<file path="config.mk">
export PLATFORM = sky130hd
export DESIGN_NAME = riscv_mem_arbiter_flat
export DESIGN_NICKNAME = d
export VERILOG_FILES = /design/src/rtl/riscv_mem_arbiter_if.sv /design/src/rtl/riscv_mem_arbiter.sv /design/src/flat_wrapper.sv
export SDC_FILE = /design/constraint.sdc
export NUM_CORES = 1
export LEC_CHECK = 0
export CAP_MARGIN = 20
export CORE_UTILIZATION = 37
export CTS_CLUSTER_SIZE = 40
export DETAILED_ROUTE_END_ITERATION = 6
export PLACE_DENSITY = 0.76
export SYNTH_ARGS = -nofsm -noshare
export SYNTH_HDL_FRONTEND = slang
export SYNTH_SLANG_ARGS = --single-unit
export TNS_END_PERCENT = 20
</file>
<file path="constraint.sdc">
create_clock -name clk -period 1.86 [get_ports clk]
set_input_delay 0.186 -clock clk [delete_from_list [all_inputs] [get_ports clk]]
set_output_delay 0.186 -clock clk [all_outputs]
set_load 0.05 [all_outputs]
</file>
<file path="src/rtl/riscv_mem_arbiter_if.sv">
// Bus bundle between the riscv pipeline (IF/MEM stages), the memory arbiter
// and the unified single-ported memory. The arbiter connects through the
// slave modport; the pipeline/memory environment uses the master modport.
interface riscv_mem_arbiter_if;
  // fetch port
  logic        if_req;
  logic [31:0] if_addr;
  logic [31:0] if_rdata;
  logic        if_ack;
  // data port
  logic        dm_req;
  logic        dm_we;
  logic [31:0] dm_addr;
  logic [31:0] dm_wdata;
  logic [3:0]  dm_be;
  logic [31:0] dm_rdata;
  logic        dm_ack;
  // memory port
  logic        mem_req;
  logic        mem_we;
  logic [31:0] mem_addr;
  logic [31:0] mem_wdata;
  logic [3:0]  mem_be;
  logic [31:0] mem_rdata;
  logic        mem_ready;
  // pipeline control and status
  logic        stall_if;
  logic        stall_mem;
  logic        err;

  modport slave (
    input  if_req, if_addr, dm_req, dm_we, dm_addr, dm_wdata, dm_be,
           mem_rdata, mem_ready,
    output if_rdata, if_ack, dm_rdata, dm_ack,
           mem_req, mem_we, mem_addr, mem_wdata, mem_be,
           stall_if, stall_mem, err
  );

  modport master (
    output if_req, if_addr, dm_req, dm_we, dm_addr, dm_wdata, dm_be,
           mem_rdata, mem_ready,
    input  if_rdata, if_ack, dm_rdata, dm_ack,
           mem_req, mem_we, mem_addr, mem_wdata, mem_be,
           stall_if, stall_mem, err
  );
endinterface

</file>
<file path="src/rtl/riscv_mem_arbiter.sv">
// Arbiter sharing one single-ported memory between instruction fetch and the
// data stage. Data normally wins a tie; fetch is forced through after
// STARVE_LIMIT consecutive data grants. Each transaction walks
// IDLE -> BUSY_* -> DONE, so the served requester is never re-granted on its
// stale request. A transaction without mem_ready for TIMEOUT cycles is
// aborted with a substitute response and a sticky error flag.
module riscv_mem_arbiter #(
  parameter int unsigned STARVE_LIMIT = 4,
  parameter int unsigned TIMEOUT      = 15
) (
  input logic                 clk,
  input logic                 reset,
  riscv_mem_arbiter_if.slave  bus
);

  localparam int unsigned SW = $clog2(STARVE_LIMIT + 1);
  localparam int unsigned TW = $clog2(TIMEOUT + 1);
  localparam logic [SW-1:0] STARVE_MAX = SW'(STARVE_LIMIT);
  localparam logic [TW-1:0] TMO_MAX    = TW'(TIMEOUT);
  localparam logic [31:0]   NOP_INSN   = 32'h0000_0013;

  typedef enum logic [1:0] {IDLE, BUSY_I, BUSY_D, DONE} state_e;

  state_e        state_q,      state_d;
  logic [SW-1:0] starve_cnt_q, starve_cnt_d;
  logic [TW-1:0] tmo_cnt_q,    tmo_cnt_d;
  logic [TW-1:0] tmo_next;
  logic          mem_req_q,    mem_req_d;
  logic          mem_we_q,     mem_we_d;
  logic [31:0]   mem_addr_q,   mem_addr_d;
  logic [31:0]   mem_wdata_q,  mem_wdata_d;
  logic [3:0]    mem_be_q,     mem_be_d;
  logic [31:0]   if_rdata_q,   if_rdata_d;
  logic [31:0]   dm_rdata_q,   dm_rdata_d;
  logic          if_ack_q,     if_ack_d;
  logic          dm_ack_q,     dm_ack_d;
  logic          err_q,        err_d;

  // Next-state, grant decision and response capture.
  always_comb begin
    // NOTE: every variable gets its hold value first so no path can leave it
    // unassigned; otherwise synthesis infers a latch.
    state_d      = state_q;
    starve_cnt_d = starve_cnt_q;
    tmo_cnt_d    = tmo_cnt_q;
    tmo_next     = tmo_cnt_q + 1'b1;
    mem_req_d    = mem_req_q;
    mem_we_d     = mem_we_q;
    mem_addr_d   = mem_addr_q;
    mem_wdata_d  = mem_wdata_q;
    mem_be_d     = mem_be_q;
    if_rdata_d   = if_rdata_q;
    dm_rdata_d   = dm_rdata_q;
    if_ack_d     = 1'b0;
    dm_ack_d     = 1'b0;
    err_d        = err_q;

    unique case (state_q)
      IDLE: begin
        if (!bus.if_req) starve_cnt_d = '0;
        // Data wins ties unless fetch has already been passed over too often.
        if (bus.dm_req && !(bus.if_req && starve_cnt_q == STARVE_MAX)) begin
          mem_req_d   = 1'b1;
          mem_we_d    = bus.dm_we;
          mem_addr_d  = bus.dm_addr;
          mem_wdata_d = bus.dm_wdata;
          mem_be_d    = bus.dm_be;
          tmo_cnt_d   = '0;
          state_d     = BUSY_D;
          // Only reachable below the limit when fetch waits, so this saturates.
          if (bus.if_req) starve_cnt_d = starve_cnt_q + 1'b1;
        end else if (bus.if_req) begin
          mem_req_d    = 1'b1;
          mem_we_d     = 1'b0;
          mem_addr_d   = bus.if_addr;
          mem_wdata_d  = '0;
          mem_be_d     = 4'hF;
          tmo_cnt_d    = '0;
          starve_cnt_d = '0;
          state_d      = BUSY_I;
        end
      end

      BUSY_I, BUSY_D: begin
        tmo_cnt_d = tmo_next;
        if (bus.mem_ready) begin
          mem_req_d = 1'b0;
          state_d   = DONE;
          if (state_q == BUSY_I) begin
            if_ack_d   = 1'b1;
            if_rdata_d = bus.mem_rdata;
          end else begin
            dm_ack_d = 1'b1;
            if (!mem_we_q) dm_rdata_d = bus.mem_rdata;
          end
        end else if (tmo_next == TMO_MAX) begin
          // Abort: the pipeline still gets an ack so it never hangs.
          mem_req_d = 1'b0;
          err_d     = 1'b1;
          state_d   = DONE;
          if (state_q == BUSY_I) begin
            if_ack_d   = 1'b1;
            if_rdata_d = NOP_INSN;
          end else begin
            dm_ack_d = 1'b1;
            if (!mem_we_q) dm_rdata_d = '0;
          end
        end
      end

      DONE: state_d = IDLE;

      default: state_d = IDLE;
    endcase
  end

  // State and output registers; reset discards any in-flight transaction.
  always_ff @(posedge clk or negedge reset) begin
    if (!reset) begin
      state_q      <= IDLE;
      starve_cnt_q <= '0;
      tmo_cnt_q    <= '0;
      mem_req_q    <= 1'b0;
      mem_we_q     <= 1'b0;
      mem_addr_q   <= '0;
      mem_wdata_q  <= '0;
      mem_be_q     <= '0;
      if_rdata_q   <= '0;
      dm_rdata_q   <= '0;
      if_ack_q     <= 1'b0;
      dm_ack_q     <= 1'b0;
      err_q        <= 1'b0;
    end else begin
      // NOTE: non-blocking assignments let every flop sample the pre-edge
      // values, independent of statement order.
      state_q      <= state_d;
      starve_cnt_q <= starve_cnt_d;
      tmo_cnt_q    <= tmo_cnt_d;
      mem_req_q    <= mem_req_d;
      mem_we_q     <= mem_we_d;
      mem_addr_q   <= mem_addr_d;
      mem_wdata_q  <= mem_wdata_d;
      mem_be_q     <= mem_be_d;
      if_rdata_q   <= if_rdata_d;
      dm_rdata_q   <= dm_rdata_d;
      if_ack_q     <= if_ack_d;
      dm_ack_q     <= dm_ack_d;
      err_q        <= err_d;
    end
  end

  assign bus.mem_req   = mem_req_q;
  assign bus.mem_we    = mem_we_q;
  assign bus.mem_addr  = mem_addr_q;
  assign bus.mem_wdata = mem_wdata_q;
  assign bus.mem_be    = mem_be_q;
  assign bus.if_rdata  = if_rdata_q;
  assign bus.dm_rdata  = dm_rdata_q;
  assign bus.if_ack    = if_ack_q;
  assign bus.dm_ack    = dm_ack_q;
  assign bus.err       = err_q;

  // Pipeline freezes while its request is outstanding.
  assign bus.stall_if  = bus.if_req & ~if_ack_q;
  assign bus.stall_mem = bus.dm_req & ~dm_ack_q;

endmodule

</file>
<file path="src/flat_wrapper.sv">
// flat-port wrapper written by rule: the top's interface ports become plain ports
module riscv_mem_arbiter_flat 
#(
  parameter int unsigned STARVE_LIMIT = 4,
  parameter int unsigned TIMEOUT      = 15
)
  (clk, reset, bus_if_req, bus_if_addr, bus_dm_req, bus_dm_we, bus_dm_addr, bus_dm_wdata, bus_dm_be, bus_mem_rdata, bus_mem_ready, bus_if_rdata, bus_if_ack, bus_dm_rdata, bus_dm_ack, bus_mem_req, bus_mem_we, bus_mem_addr, bus_mem_wdata, bus_mem_be, bus_stall_if, bus_stall_mem, bus_err);
  riscv_mem_arbiter_if bus_i ();
  input logic clk;
  input logic reset;
  input wire logic [$bits(bus_i.if_req)-1:0] bus_if_req;
  input wire logic [$bits(bus_i.if_addr)-1:0] bus_if_addr;
  input wire logic [$bits(bus_i.dm_req)-1:0] bus_dm_req;
  input wire logic [$bits(bus_i.dm_we)-1:0] bus_dm_we;
  input wire logic [$bits(bus_i.dm_addr)-1:0] bus_dm_addr;
  input wire logic [$bits(bus_i.dm_wdata)-1:0] bus_dm_wdata;
  input wire logic [$bits(bus_i.dm_be)-1:0] bus_dm_be;
  input wire logic [$bits(bus_i.mem_rdata)-1:0] bus_mem_rdata;
  input wire logic [$bits(bus_i.mem_ready)-1:0] bus_mem_ready;
  output wire logic [$bits(bus_i.if_rdata)-1:0] bus_if_rdata;
  output wire logic [$bits(bus_i.if_ack)-1:0] bus_if_ack;
  output wire logic [$bits(bus_i.dm_rdata)-1:0] bus_dm_rdata;
  output wire logic [$bits(bus_i.dm_ack)-1:0] bus_dm_ack;
  output wire logic [$bits(bus_i.mem_req)-1:0] bus_mem_req;
  output wire logic [$bits(bus_i.mem_we)-1:0] bus_mem_we;
  output wire logic [$bits(bus_i.mem_addr)-1:0] bus_mem_addr;
  output wire logic [$bits(bus_i.mem_wdata)-1:0] bus_mem_wdata;
  output wire logic [$bits(bus_i.mem_be)-1:0] bus_mem_be;
  output wire logic [$bits(bus_i.stall_if)-1:0] bus_stall_if;
  output wire logic [$bits(bus_i.stall_mem)-1:0] bus_stall_mem;
  output wire logic [$bits(bus_i.err)-1:0] bus_err;
  assign bus_i.if_req = bus_if_req;
  assign bus_i.if_addr = bus_if_addr;
  assign bus_i.dm_req = bus_dm_req;
  assign bus_i.dm_we = bus_dm_we;
  assign bus_i.dm_addr = bus_dm_addr;
  assign bus_i.dm_wdata = bus_dm_wdata;
  assign bus_i.dm_be = bus_dm_be;
  assign bus_i.mem_rdata = bus_mem_rdata;
  assign bus_i.mem_ready = bus_mem_ready;
  assign bus_if_rdata = bus_i.if_rdata;
  assign bus_if_ack = bus_i.if_ack;
  assign bus_dm_rdata = bus_i.dm_rdata;
  assign bus_dm_ack = bus_i.dm_ack;
  assign bus_mem_req = bus_i.mem_req;
  assign bus_mem_we = bus_i.mem_we;
  assign bus_mem_addr = bus_i.mem_addr;
  assign bus_mem_wdata = bus_i.mem_wdata;
  assign bus_mem_be = bus_i.mem_be;
  assign bus_stall_if = bus_i.stall_if;
  assign bus_stall_mem = bus_i.stall_mem;
  assign bus_err = bus_i.err;
  riscv_mem_arbiter #(.STARVE_LIMIT(STARVE_LIMIT), .TIMEOUT(TIMEOUT)) u_core (.clk(clk), .reset(reset), .bus(bus_i));
endmodule
</file>
# [Word-level counts from Yosys, hierarchy flattened]
# Cells that the tools add are included.
[classes] n_addsub=2 n_eq_ne=7 muxes=41 bitwise_logic=7 reduce_logical=15
[ops] op="32-bit 2-to-1 mux" count=14
[ops] op="4-bit 2-to-1 mux" count=4
[ops] op="1-bit 2-to-1 mux" count=14
[ops] op="3-bit AND reduction" count=3
[ops] op="2-bit 2-to-1 mux" count=4
[ops] op="4-bit one-hot mux with 2 select lines" count=1
[ops] op="3-bit 2-to-1 mux" count=2
[ops] op="3-bit by 2-bit inequality test with 1-bit output, second input constant" count=2
[ops] op="2-bit one-hot mux with 3 select lines" count=1
[ops] op="2-bit AND reduction" count=3
[ops] op="2-bit nonzero test" count=3
[ops] op="1-bit inverter" count=5
[ops] op="4-bit by 1-bit adder with 4-bit output, second input constant" count=1
[ops] op="2-bit == test, second input constant" count=2
[ops] op="4-bit == test, second input constant" count=1
[ops] op="4-bit AND reduction" count=1
[ops] op="3-bit by 1-bit adder with 3-bit output, second input constant" count=1
[ops] op="3-bit == test, second input constant" count=1
[ops] op="1-bit AND" count=2
[ops] op="2-bit by 1-bit == test with 1-bit output, second input constant" count=1
[ops] op="1-bit logical AND" count=2
[ops] op="2-bit logical NOT" count=1
[ops] op="1-bit one-hot mux with 2 select lines" count=1
[ops] op="2-bit OR reduction" count=1
[ops] op="1-bit logical NOT" count=1
[totals] register_bits=146 out_inout_bits=139

# [Depth between registers and ports, before layout]
# Gate-level depths: netlist of the first run.
[logic_depth] word_depth=6 ltp_mapped=8

# [Worst setup path after synthesis of the first run]
# Ideal clock, no wire load.
[synth_path] path_kind="register to register" start="register u_core.state_q[0]" end="register u_core.if_rdata_q[21], in the netlist u_core.bus.if_rdata[21]" t_arrival_ns=1.760 path_slack_ns=0.033 path_stages_with_launch=8 n_path_buf=3 period_less_slack_ns=1.827 path_cell_list="dfrtp_1 -> inv_1 -> ha_1 -> buf_2 -> and3_1 -> clkbuf_1 -> clkbuf_1 -> a22o_1"
[synth_between] elab_chain_cells=3 elab_cells_between_ends=4 cone_classes="eq/ne: 2; reduce/logical: 2"
[synth_lines] item="start, declared" line_no="riscv_mem_arbiter.sv:24" source="state_e state_q, state_d;"
[synth_lines] item="start signal, assigned" line_no="riscv_mem_arbiter.sv:136" source="state_q <= state_d;"
[synth_lines] item="2-bit by 1-bit == test with 1-bit output or 2-bit == test (tied branches)" line_no="riscv_mem_arbiter.sv:58, riscv_mem_arbiter.sv:89, riscv_mem_arbiter.sv:101"
[synth_lines] item="2-bit OR reduction" line_no="riscv_mem_arbiter.sv:58" source="unique case (state_q)"
[synth_lines] item="3-bit AND reduction (no source line) (*)"
[synth_lines] item="end signal, assigned" line_no="riscv_mem_arbiter.sv:144" source="if_rdata_q <= if_rdata_d;"
[synth_lines] item="end, declared" line_no="riscv_mem_arbiter.sv:33" source="logic [31:0] if_rdata_q, if_rdata_d;"
# Mark *: on every way between the ends. The rest lies on a longest branch, timed or not.
# A chain may end at the register's enable or synchronous reset.

# [Worst setup path in the final report of the first run]
[layout_path] start="register u_core.tmo_cnt_q[0]" end="register u_core.dm_rdata_q[24], in the netlist u_core.bus.dm_rdata[24]"
[layout_between] elab_chain_cells=4
[layout_lines] item="start, declared" line_no="riscv_mem_arbiter.sv:26" source="logic [TW-1:0] tmo_cnt_q, tmo_cnt_d;"
[layout_lines] item="start signal, assigned" line_no="riscv_mem_arbiter.sv:138" source="tmo_cnt_q <= tmo_cnt_d;"
[layout_lines] item="4-bit by 1-bit adder with 4-bit output" line_no="riscv_mem_arbiter.sv:46" source="tmo_next = tmo_cnt_q + 1'b1;"
[layout_lines] item="4-bit == test" line_no="riscv_mem_arbiter.sv:96" source="end else if (tmo_next == TMO_MAX) begin"
[layout_lines] item="2-bit nonzero test (no source line)"
[layout_lines] item="4-bit AND reduction (no source line)"
[layout_lines] item="end signal, assigned" line_no="riscv_mem_arbiter.sv:145" source="dm_rdata_q <= dm_rdata_d;"
[layout_lines] item="end, declared" line_no="riscv_mem_arbiter.sv:34" source="logic [31:0] dm_rdata_q, dm_rdata_d;"
# Every way passes these cells.

==> metrics.cfg, run 1 <==
[critical_path]
crit_end = u_core.bus.dm_rdata[24]
path_class = reg -> reg
cp.arrival_ns = 2.17
crit_path_start = u_core.tmo_cnt_q[0]
start_kind = flip-flop
crit_required_ns = 2.17
endpoint_kind = flip-flop
r2r_end = u_core.bus.dm_rdata[24]
reg2reg_depth = 6
r2r_start = u_core.tmo_cnt_q[0]
rrSetupSlack_ns = -0.0008
cp_max_fo = 8

[yosys]
syn_nets = 603
yosysUniqueCellTypes = 39
synthFlopType = dfrtp_1
synth-seq-area-share = 0.625
syn_inst = 458
yosysTopAreaCell = dfrtp_1
synth-edff-count = 0
synth.cell_area_mm2 = 0.00585
synth.area.top_cells = dfrtp_1 (62%), a22o_1 (9.6%), mux2i_1 (5.6%), a22o_2 (5.3%), o21ai_0 (3.4%)
synth_seq_cells = 146
ys_warn_count = 0
syn_avg_cell_area_um2 = 12.8
yosys.area.top_type_share = 0.625
synthArstFlopShare = 1.00

[placed_design]
dp.final_hpwl_um = 12200
place_congestion = 0.798
port_buffers = 276
place_ws_ns = -0.0170

[floorplanning]
start_util = 0.382
pin_count = 277
die_h_um = 128
coreArea_mm2 = 0.0153
fp-row-count = 45
die_w_um = 128
dieArea_mm2 = 0.0163

[global_route]
grt_max_degree = 67
antenna_found_initial = 0
grt-ovfl-total = 0
grt_usage = 0.213
grt_pass1_wl_um = 26700
grt_pass1_vias = 5181

[clock_tree]
cts_sinks = 146
cts-root-buf = clkbuf_16
cts_tree = done
htreeDepth = 4
clock_latency_ns = 0.42
cts_buffers = 17
clk_pin_slew_worst_paths_ns = 0.07
clockBufferDepth = 2

[timing]
drv_slew = 0
fmax_mhz = 537
skew_ns = 0.00807
slew_headroom = 0.634
fin_crit_sh = 1.00
worst_slew_pin_slew_ns = 0.547
rsz0062_at_grt = true
fin_tns_setup_ns = -0.000844
setup_violations = 1
finalHoldViolations = 0
period_needed_ns = 1.86
fin_ws_ns = -0.000844

[routing]
drt-total-wl_um = 18000
wl_per_cell_um = 18.3
wl_met3_um = 1110
vias = 4994
drt_iter0_markers = 238
post-route-drc-count = 0
routed.top_layer = met4
via_per_inst = 5.10
antenna_left = 0
met1_length_um = 7500
firstDrtPassIters = 4
dr_wl_met2_um = 8930

[layout]
synthToLayoutAreaGrowth_pct = 69.4
fin_nets = 901
multi_input_area_mm2 = 0.00211
seq_area_mm2 = 0.00366
n_antenna_cell = 0
fillers = 1137
final_layout_size_suffix_gt1_frac = 0.165

[outcome]
violations = negative setup slack
status = finished, violations left

[power]
vdd_ir_drop_max_mv = 1.12
p_per_area_mw_per_mm2 = 2100
p_leak_nw = 4.45

[flow_run]
maxCapViolCount = 0

[worst_hold_path]
min_path_type = in -> async

-- state kept, by name (all words and copies together), names as in the netlist, 2 cells and up --
register              count
u_core.bus.dm_rdata      32
u_core.bus.mem_addr      32
u_core.starve_cnt_q       3
u_core.tmo_cnt_q          4
u_core.bus.mem_be         4
u_core.bus.if_rdata      32
u_core.state_q            2
u_core.bus.mem_wdata     32
-- where the power goes --
part / total, W / switching, W / internal [W]
clock: 0.00335 / 0.00144 / 0.00192
sequential: 0.00552 / 0.000898 / 0.00462
combinational: 0.0119 / 0.00738 / 0.00456
total: 0.0208 / 0.00971 / 0.0111
-- synthesized netlist by cell type (2+ instances only) --
cell and number:
dfrtp_1 146, a22o_1 64, nand2_1 45, o21ai_0 40, mux2i_1 33, a22o_2 31, clkbuf_1 15, buf_2 11
inv_1 10, nor2_1 8, ha_1 7, nand3_1 5, buf_1 3, buf_6 3, mux2_2 3, o22a_1 3
o22ai_1 3, a21oi_1 2, and3_1 2, nor2b_1 2, nor3_1 2, nor3b_1 2, or2_2 2
-- layout by cell type, fill, tap and decap left out, types with 2 or more instances in the layout --
master	Yosys	layout
inv_2	0	3
nor2b_1	2	2
clkbuf_16	0	21
buf_4	1	18
nand2_1	45	45
nor3_1	2	2
mux2_2	3	3
a22o_2	31	30
ha_4	0	3
a21oi_1	2	2
buf_6	3	5
dfrtp_1	146	143
a22o_1	64	64
mux2i_1	33	33
dfrtp_2	0	3
o22a_1	3	3
ha_1	7	4
dlymetal6s2s_1	0	2
nand3_1	5	5
clkinv_4	0	2
inv_6	0	5
buf_12	0	10
o22ai_1	3	3
clkdlybuf4s50_1	0	270
inv_1	10	6
inv_8	0	2
or2_2	2	2
clkinvlp_4	0	4
and3_1	2	2
nor2_1	8	7
o21ai_0	40	40
-- metrics by stage --
step,instance area [um2],util,power [W],instances,hold slack [ns]
6_report,9910,0.647,0.0208,980,0.255
5_1_grt,9910,0.647,0.0218,980,0.290
4_1_cts,9640,0.629,0.0203,970,0.265
3_5_place_dp,9040,0.590,0.0169,937,0.153
3_3_place_gp,9040,0.590,0.0167,937,0.141
2_1_floorplan,5850,-,0.0127,458,-0.110
-- worst min-delay path by stage --
stage	depth (start not counted)	start	end	slack [ns]
after floorplan	0	reset	u_core.bus.dm_ack	-0.11
after CTS	2	reset	u_core.bus.if_rdata[10]	0.27
final	2	reset	u_core.bus.if_rdata[10]	0.25
after global routing	2	reset	u_core.bus.if_rdata[12]	0.29
after global placement	1	reset	u_core.bus.if_rdata[8]	0.14
after detailed placement	1	reset	u_core.bus.if_rdata[12]	0.15
-- kinds of logic after synthesis --
kind of cell               Yosys count  synth area share
AOI/OAI and AO/OA                  154             0.209
DFF                                146             0.625
muxes                               36            0.0623
and+or+nand+nor                     72            0.0546
buffers and inverters               43            0.0345
adders and majority gates            7            0.0150
-- metal layers --
layer  GRT usage  vias up
li1            -     2280
met1       0.260     2479
met2       0.363      202
met3      0.0505       33
met4      0.0907        0
met5           0        -
-- cell type report --
class | instances | area share
clock inverters | 14 | 0.0145
repair buffers | 312 | 0.328
well taps | 211 | 0.0266
multi-input cells | 269 | 0.213
flip-flops and latches | 146 | 0.369
inverters | 10 | 0.00404
clock buffers | 18 | 0.0443
-- worst max-delay path: stages, from the launching register on --
cell and delay [ns]:
dfrtp_2 0.45, buf_6 0.14, a21boi_4 0.16, o2111ai_4 0.18
a211o_4 0.42, clkbuf_16 0.19, a22o_2 0.21
-- what timing repair did --
| item | in CTS | in global routing |
|---|---|---|
| setup buffers | 0 | 4 |
| hold endpoints to repair | 41 | 0 |
| cloned | 0 | 6 |
| resized for setup | 2 | 26 |
| endpoints found under the setup margin | 33 | 67 |
| pin swaps | 0 | 3 |
| hold buffers | 1 | 0 |
No activity file was read; power rests on OpenSTA's default activity.
==> run 2, diff against run 1 <==
--- a/config.mk
+++ b/config.mk
@@ -6,10 +6,12 @@
 export NUM_CORES = 1
 export LEC_CHECK = 0
 export CAP_MARGIN = 20
-export CORE_UTILIZATION = 37
+export CORE_AREA = 2 2 109 111
 export CTS_CLUSTER_SIZE = 40
 export DETAILED_ROUTE_END_ITERATION = 6
-export PLACE_DENSITY = 0.76
+export DIE_AREA = 0 0 111 113
+export DONT_BUFFER_PORTS = 1
+export PLACE_DENSITY = 0.69
 export SYNTH_ARGS = -nofsm -noshare
 export SYNTH_HDL_FRONTEND = slang
 export SYNTH_SLANG_ARGS = --single-unit
==> metrics.cfg, run 2 (synthesis gave the netlist of run 1 again) <==
[critical_path]
endpoint_kind = flip-flop
crit_required_ns = 2.15
cp.arrival_ns = 2.17
start_kind = flip-flop
cp_max_fo = 16
path_class = reg -> reg

[timing]
fin_tns_setup_ns = -0.139
period_needed_ns = 1.88
skew_ns = 0.0103
fmax_mhz = 532
finalHoldViolations = 146
worst_slew_pin_slew_ns = 0.551
drv_slew = 0
hold_slack_ns = -0.523
fin_ws_ns = -0.0187
rsz0062_at_grt = true
fin_crit_sh = 1.01
setup_violations = 16
slew_headroom = 0.633

[placed_design]
dp.final_hpwl_um = 9050
place_ws_ns = -0.0189
port_buffers = 0
place_congestion = 0.787

[global_route]
grt_max_degree = 147
grt_pass1_vias = 4358
antenna_found_initial = 1
grt_pass1_wl_um = 23800
grt-ovfl-total = 0
use_met2 = 0.422
met1_usage = 0.282
grt_busiest_layer = met2
grtUsageMet3 = 0.0809
grt_usage = 0.241

[routing]
via_per_inst = 5.99
post-route-drc-count = 0
antenna_left = 0
drt_iter0_markers = 332
vias = 4330
drt-total-wl_um = 16100
wl_per_cell_um = 22.3
firstDrtPassIters = 4

[flow_run]
maxCapViolCount = 0

[layout]
multi_input_area_mm2 = 0.00217
seq_area_mm2 = 0.00366
fin_nets = 713
synthToLayoutAreaGrowth_pct = 36.7
most-common-layout-cells = dfrtp_1 (143), dlygate4sd3_1 (96), a22o_1 (64)
layout_commonest_cell = dfrtp_1
fillers = 732
final_layout_size_suffix_gt1_frac = 0.197

[power]
vdd_ir_drop_max_mv = 1.45
p_leak_nw = 3.76
p_per_area_mw_per_mm2 = 2310

[worst_hold_path]
min_path_type = in -> async

[floorplanning]
dieArea_mm2 = 0.0125
pin_count = 277
start_util = 0.519
fp-row-count = 39
coreArea_mm2 = 0.0113
die_w_um = 111
die_h_um = 113

[clock_tree]
htreeDepth = 4
cts_buffers = 17
cts_tree = done
cts_sinks = 146
hold_buffers = 96
cts-root-buf = clkbuf_16
clk_pin_slew_worst_paths_ns = 0.07
clock_latency_ns = 0.40
clockBufferDepth = 2

[outcome]
status = finished, violations left
violations = negative hold slack, negative setup slack

==> run 2: path summary, 6_finish.rpt <==
| check | startpoint | endpoint | slack [ns] | cells after the start |
|---|---|---|---|---|
| max in group asynchronous | reset | u_core.bus.mem_addr[15] | 2.21 | 0 |
| min in group clk | bus_dm_addr[11] | u_core.bus.mem_addr[11] | 0.01 | 2 |
| worst max-delay path | u_core.tmo_cnt_q[0] | u_core.bus.dm_rdata[8] | -0.02 | 7 |
| worst min-delay path | reset | u_core.bus.mem_wdata[12] | -0.52 | 0 |
| worst max register to register | u_core.tmo_cnt_q[0] | u_core.bus.dm_rdata[8] | -0.02 | 7 |
| worst min register to register | u_core.starve_cnt_q[2] | u_core.starve_cnt_q[2] | 0.54 | 1 |
==> run 2: per-stage QoR <==
stage	util	instances	instance area (um2)	power, W
after floorplan	-	458	5850	0.0127
after global placement	0.539	586	6080	0.0136
after detailed placement	0.539	586	6080	0.0138
after CTS	0.687	717	7740	0.0178
after global routing	0.709	723	7990	0.0192
final	0.709	723	7990	0.0184
==> run 2: critical path, stage by stage, from the launching register on <==
cell and delay [ns]:
dfrtp_2 0.45, inv_2 0.09, ha_4 0.15, buf_4 0.12
o2111ai_4 0.14, a211o_4 0.42, buf_12 0.17, a22o_2 0.23
==> run 2: metal layers <==
layer	up-vias	wire, um	share of wire
met5	-	0	0
met4	0	368	0.023
met3	32	1380	0.086
met2	256	8430	0.52
met1	2146	5930	0.37
li1	1896	-	-
==> run 2: report_power, final <==
group          internal, W  switching, W  total [W]
logic              0.00236       0.00203    0.00439
registers          0.00452       0.00589     0.0104
clock network      0.00232       0.00130    0.00362
==> run 2: area by class of cell <==
type,count,share of cell area
Clock inverter,11,0.0222
Clock buffer,19,0.0567
Multi-Input combinational cell,269,0.271
Timing Repair Buffer,124,0.165
Tap cell,143,0.0224
Inverter,10,0.00470
Antenna cell,1,0.000313
Sequential cell,146,0.458
==> run 2: repair_timing <==
| action | 4_1_cts | 5_1_grt |
|---|---|---|
| gates cloned | 1 | 4 |
| buffers inserted | 4 | 1 |
| endpoints found under the setup margin | 32 | 34 |
| resized for setup | 5 | 25 |
| endpoints found under the hold margin | 261 | 146 |
| pin swaps | 2 | 10 |
==> run 3, diff against run 2 <==
--- a/config.mk
+++ b/config.mk
@@ -12,6 +12,7 @@
 export DIE_AREA = 0 0 111 113
 export DONT_BUFFER_PORTS = 1
 export PLACE_DENSITY = 0.69
+export REMOVE_ABC_BUFFERS = 1
 export SYNTH_ARGS = -nofsm -noshare
 export SYNTH_HDL_FRONTEND = slang
 export SYNTH_SLANG_ARGS = --single-unit
==> metrics.cfg, run 3 (synthesis gave the netlist of run 1 again) <==
[power]
p_sw_w = 0.00943
totalPowerFinal_w = 0.0185
vdd_ir_drop_max_mv = 1.57
p_sw_frac = 0.509
power.share.clock = 0.182
p_leak_nw = 3.87
combPwrFrac = 0.251
p_per_area_mw_per_mm2 = 2250
p_seq_frac = 0.567
p_int_w = 0.00909

[critical_path]
reg2reg_depth = 8
r2r_start = u_core.state_q[0]
path_class = reg -> reg
cp.arrival_ns = 2.24
endpoint_kind = flip-flop
r2r_end = u_core.bus.dm_rdata[10]
rrSetupSlack_ns = -0.03
crit_required_ns = 2.21
cp_max_fo = 8
start_kind = flip-flop

[routing]
via_per_inst = 6.13
post-route-drc-count = 0
dr_wl_met2_um = 9010
antenna_left = 0
drt_iter0_markers = 378
firstDrtPassIters = 7
wl_met3_um = 1730
drt-total-wl_um = 17800
vias = 4597
routed.top_layer = met4
wl_per_cell_um = 23.8
met1_length_um = 6480

[layout]
n_antenna_cell = 0
layout_commonest_cell = dfrtp_1
synthToLayoutAreaGrowth_pct = 40.9
most-common-layout-cells = dfrtp_1 (145), dlygate4sd3_1 (119), a22o_1 (64)
fin_nets = 740
final_layout_size_suffix_gt1_frac = 0.191

[timing]
fmax_mhz = 529
worst_slew_pin_slew_ns = 0.582
period_needed_ns = 1.89
fin_crit_sh = 1.02
rsz0062_at_grt = true
fin_tns_setup_ns = -0.147
fin_ws_ns = -0.0287
finalHoldViolations = 147
slew_headroom = 0.612
hold_slack_ns = -0.540
setup_violations = 16
skew_ns = 0.00851
drv_slew = 0

[clock_tree]
cts_tree = done
clockBufferDepth = 2
clock_latency_ns = 0.42
cts-root-buf = clkbuf_16
clk_pin_slew_worst_paths_ns = 0.06
cts_sinks = 146
hold_buffers = 119
cts_buffers = 17
htreeDepth = 4

[floorplanning]
dieArea_mm2 = 0.0125
die_h_um = 113
coreArea_mm2 = 0.0113
start_util = 0.519
die_w_um = 111
fp-row-count = 39
pin_count = 277

[outcome]
status = finished, violations left
violations = negative hold slack, negative setup slack

[placed_design]
dp.final_hpwl_um = 9700
place_ws_ns = -0.0254
place_congestion = 0.823
port_buffers = 0

[global_route]
grt_usage = 0.278
grt_pass1_wl_um = 26900
antenna_found_initial = 0
grt_pass1_vias = 4815
grt_max_degree = 147
grt-ovfl-total = 0

[worst_hold_path]
min_path_type = in -> async

[flow_run]
maxCapViolCount = 0

-- run 3: cell count changes in the layout (fill, tap and decap cells not counted), moves of 2 or more --
cell           delta
a22o_2            -2
a22o_4            +2
buf_6             +2
bufinv_16         -2
clkbuf_1          +3
clkinv_4          -3
clkinvlp_4        +2
dfrtp_1           +2
dfrtp_2           -2
dlygate4sd3_1    +23
-- run 3: layer usage --
layer  GRT usage  vias up
met5           0        -
li1            -     1960
met4       0.103        0
met3       0.112       46
met2       0.470      317
met1       0.321     2274
-- run 3: area by class of cell --
| cell class | instances | area, um2 |
|---|---|---|
| Clock buffer | 23 | 478 |
| Clock inverter | 8 | 103 |
| Multi-Input combinational cell | 269 | 2190 |
| Sequential cell | 146 | 3650 |
| Tap cell | 143 | 179 |
| Inverter | 10 | 37.5 |
| Timing Repair Buffer | 151 | 1600 |
| Fill cell | 668 | 3030 |
-- run 3: metrics by stage --
stage | utilization | std cells | cell area (um2)
final | 0.731 | 750 | 8240
after global routing | 0.731 | 750 | 8240
after CTS | 0.709 | 742 | 7990
after detailed placement | 0.541 | 587 | 6100
after global placement | 0.541 | 587 | 6100
after floorplan | - | 425 | 5680
-- run 3: repair_timing --
action | 4_1_cts | 5_1_grt
setup buffers | 4 | 4
pin swaps | 2 | 6
gates cloned | 1 | 4
hold endpoints to repair | 273 | 146
resized for setup | 12 | 22
endpoints found under the setup margin | 32 | 45
-- run 3: power groups by stage --
stage,combinational (W),clock [W],sequential (W)
6_report,0.00464,0.00337,0.0105
5_1_grt,0.00505,0.00353,0.0107
4_1_cts,0.00391,0.00337,0.0104
3_5_place_dp,0.00348,0,0.0104
3_3_place_gp,0.00328,0,0.0104
2_1_floorplan,0.00253,0,0.0100
-- run 3: worst max path at each step --
stage | from | end | slack, ns | cells after the start
after floorplan | bus_if_req | u_core.bus.mem_addr[0] | -2.06 | 2
after detailed placement | u_core.state_q[0] | u_core.bus.dm_rdata[20] | -0.03 | 6
after global placement | u_core.state_q[0] | u_core.bus.dm_rdata[17] | 0.03 | 6
final | u_core.state_q[0] | u_core.bus.dm_rdata[10] | -0.03 | 8
after global routing | u_core.state_q[0] | u_core.bus.dm_rdata[10] | -0.09 | 8
after CTS | u_core.state_q[0] | u_core.bus.dm_rdata[19] | 0.03 | 7
-- run 3: worst max-delay path, stage by stage, from the launching register on --
cell and delay [ns]:
dfrtp_1 0.40, inv_2 0.06, ha_4 0.26, or2b_4 0.27, buf_6 0.12, nor3b_4 0.24
buf_6 0.16, clkbuf_16 0.16, a22o_2 0.15
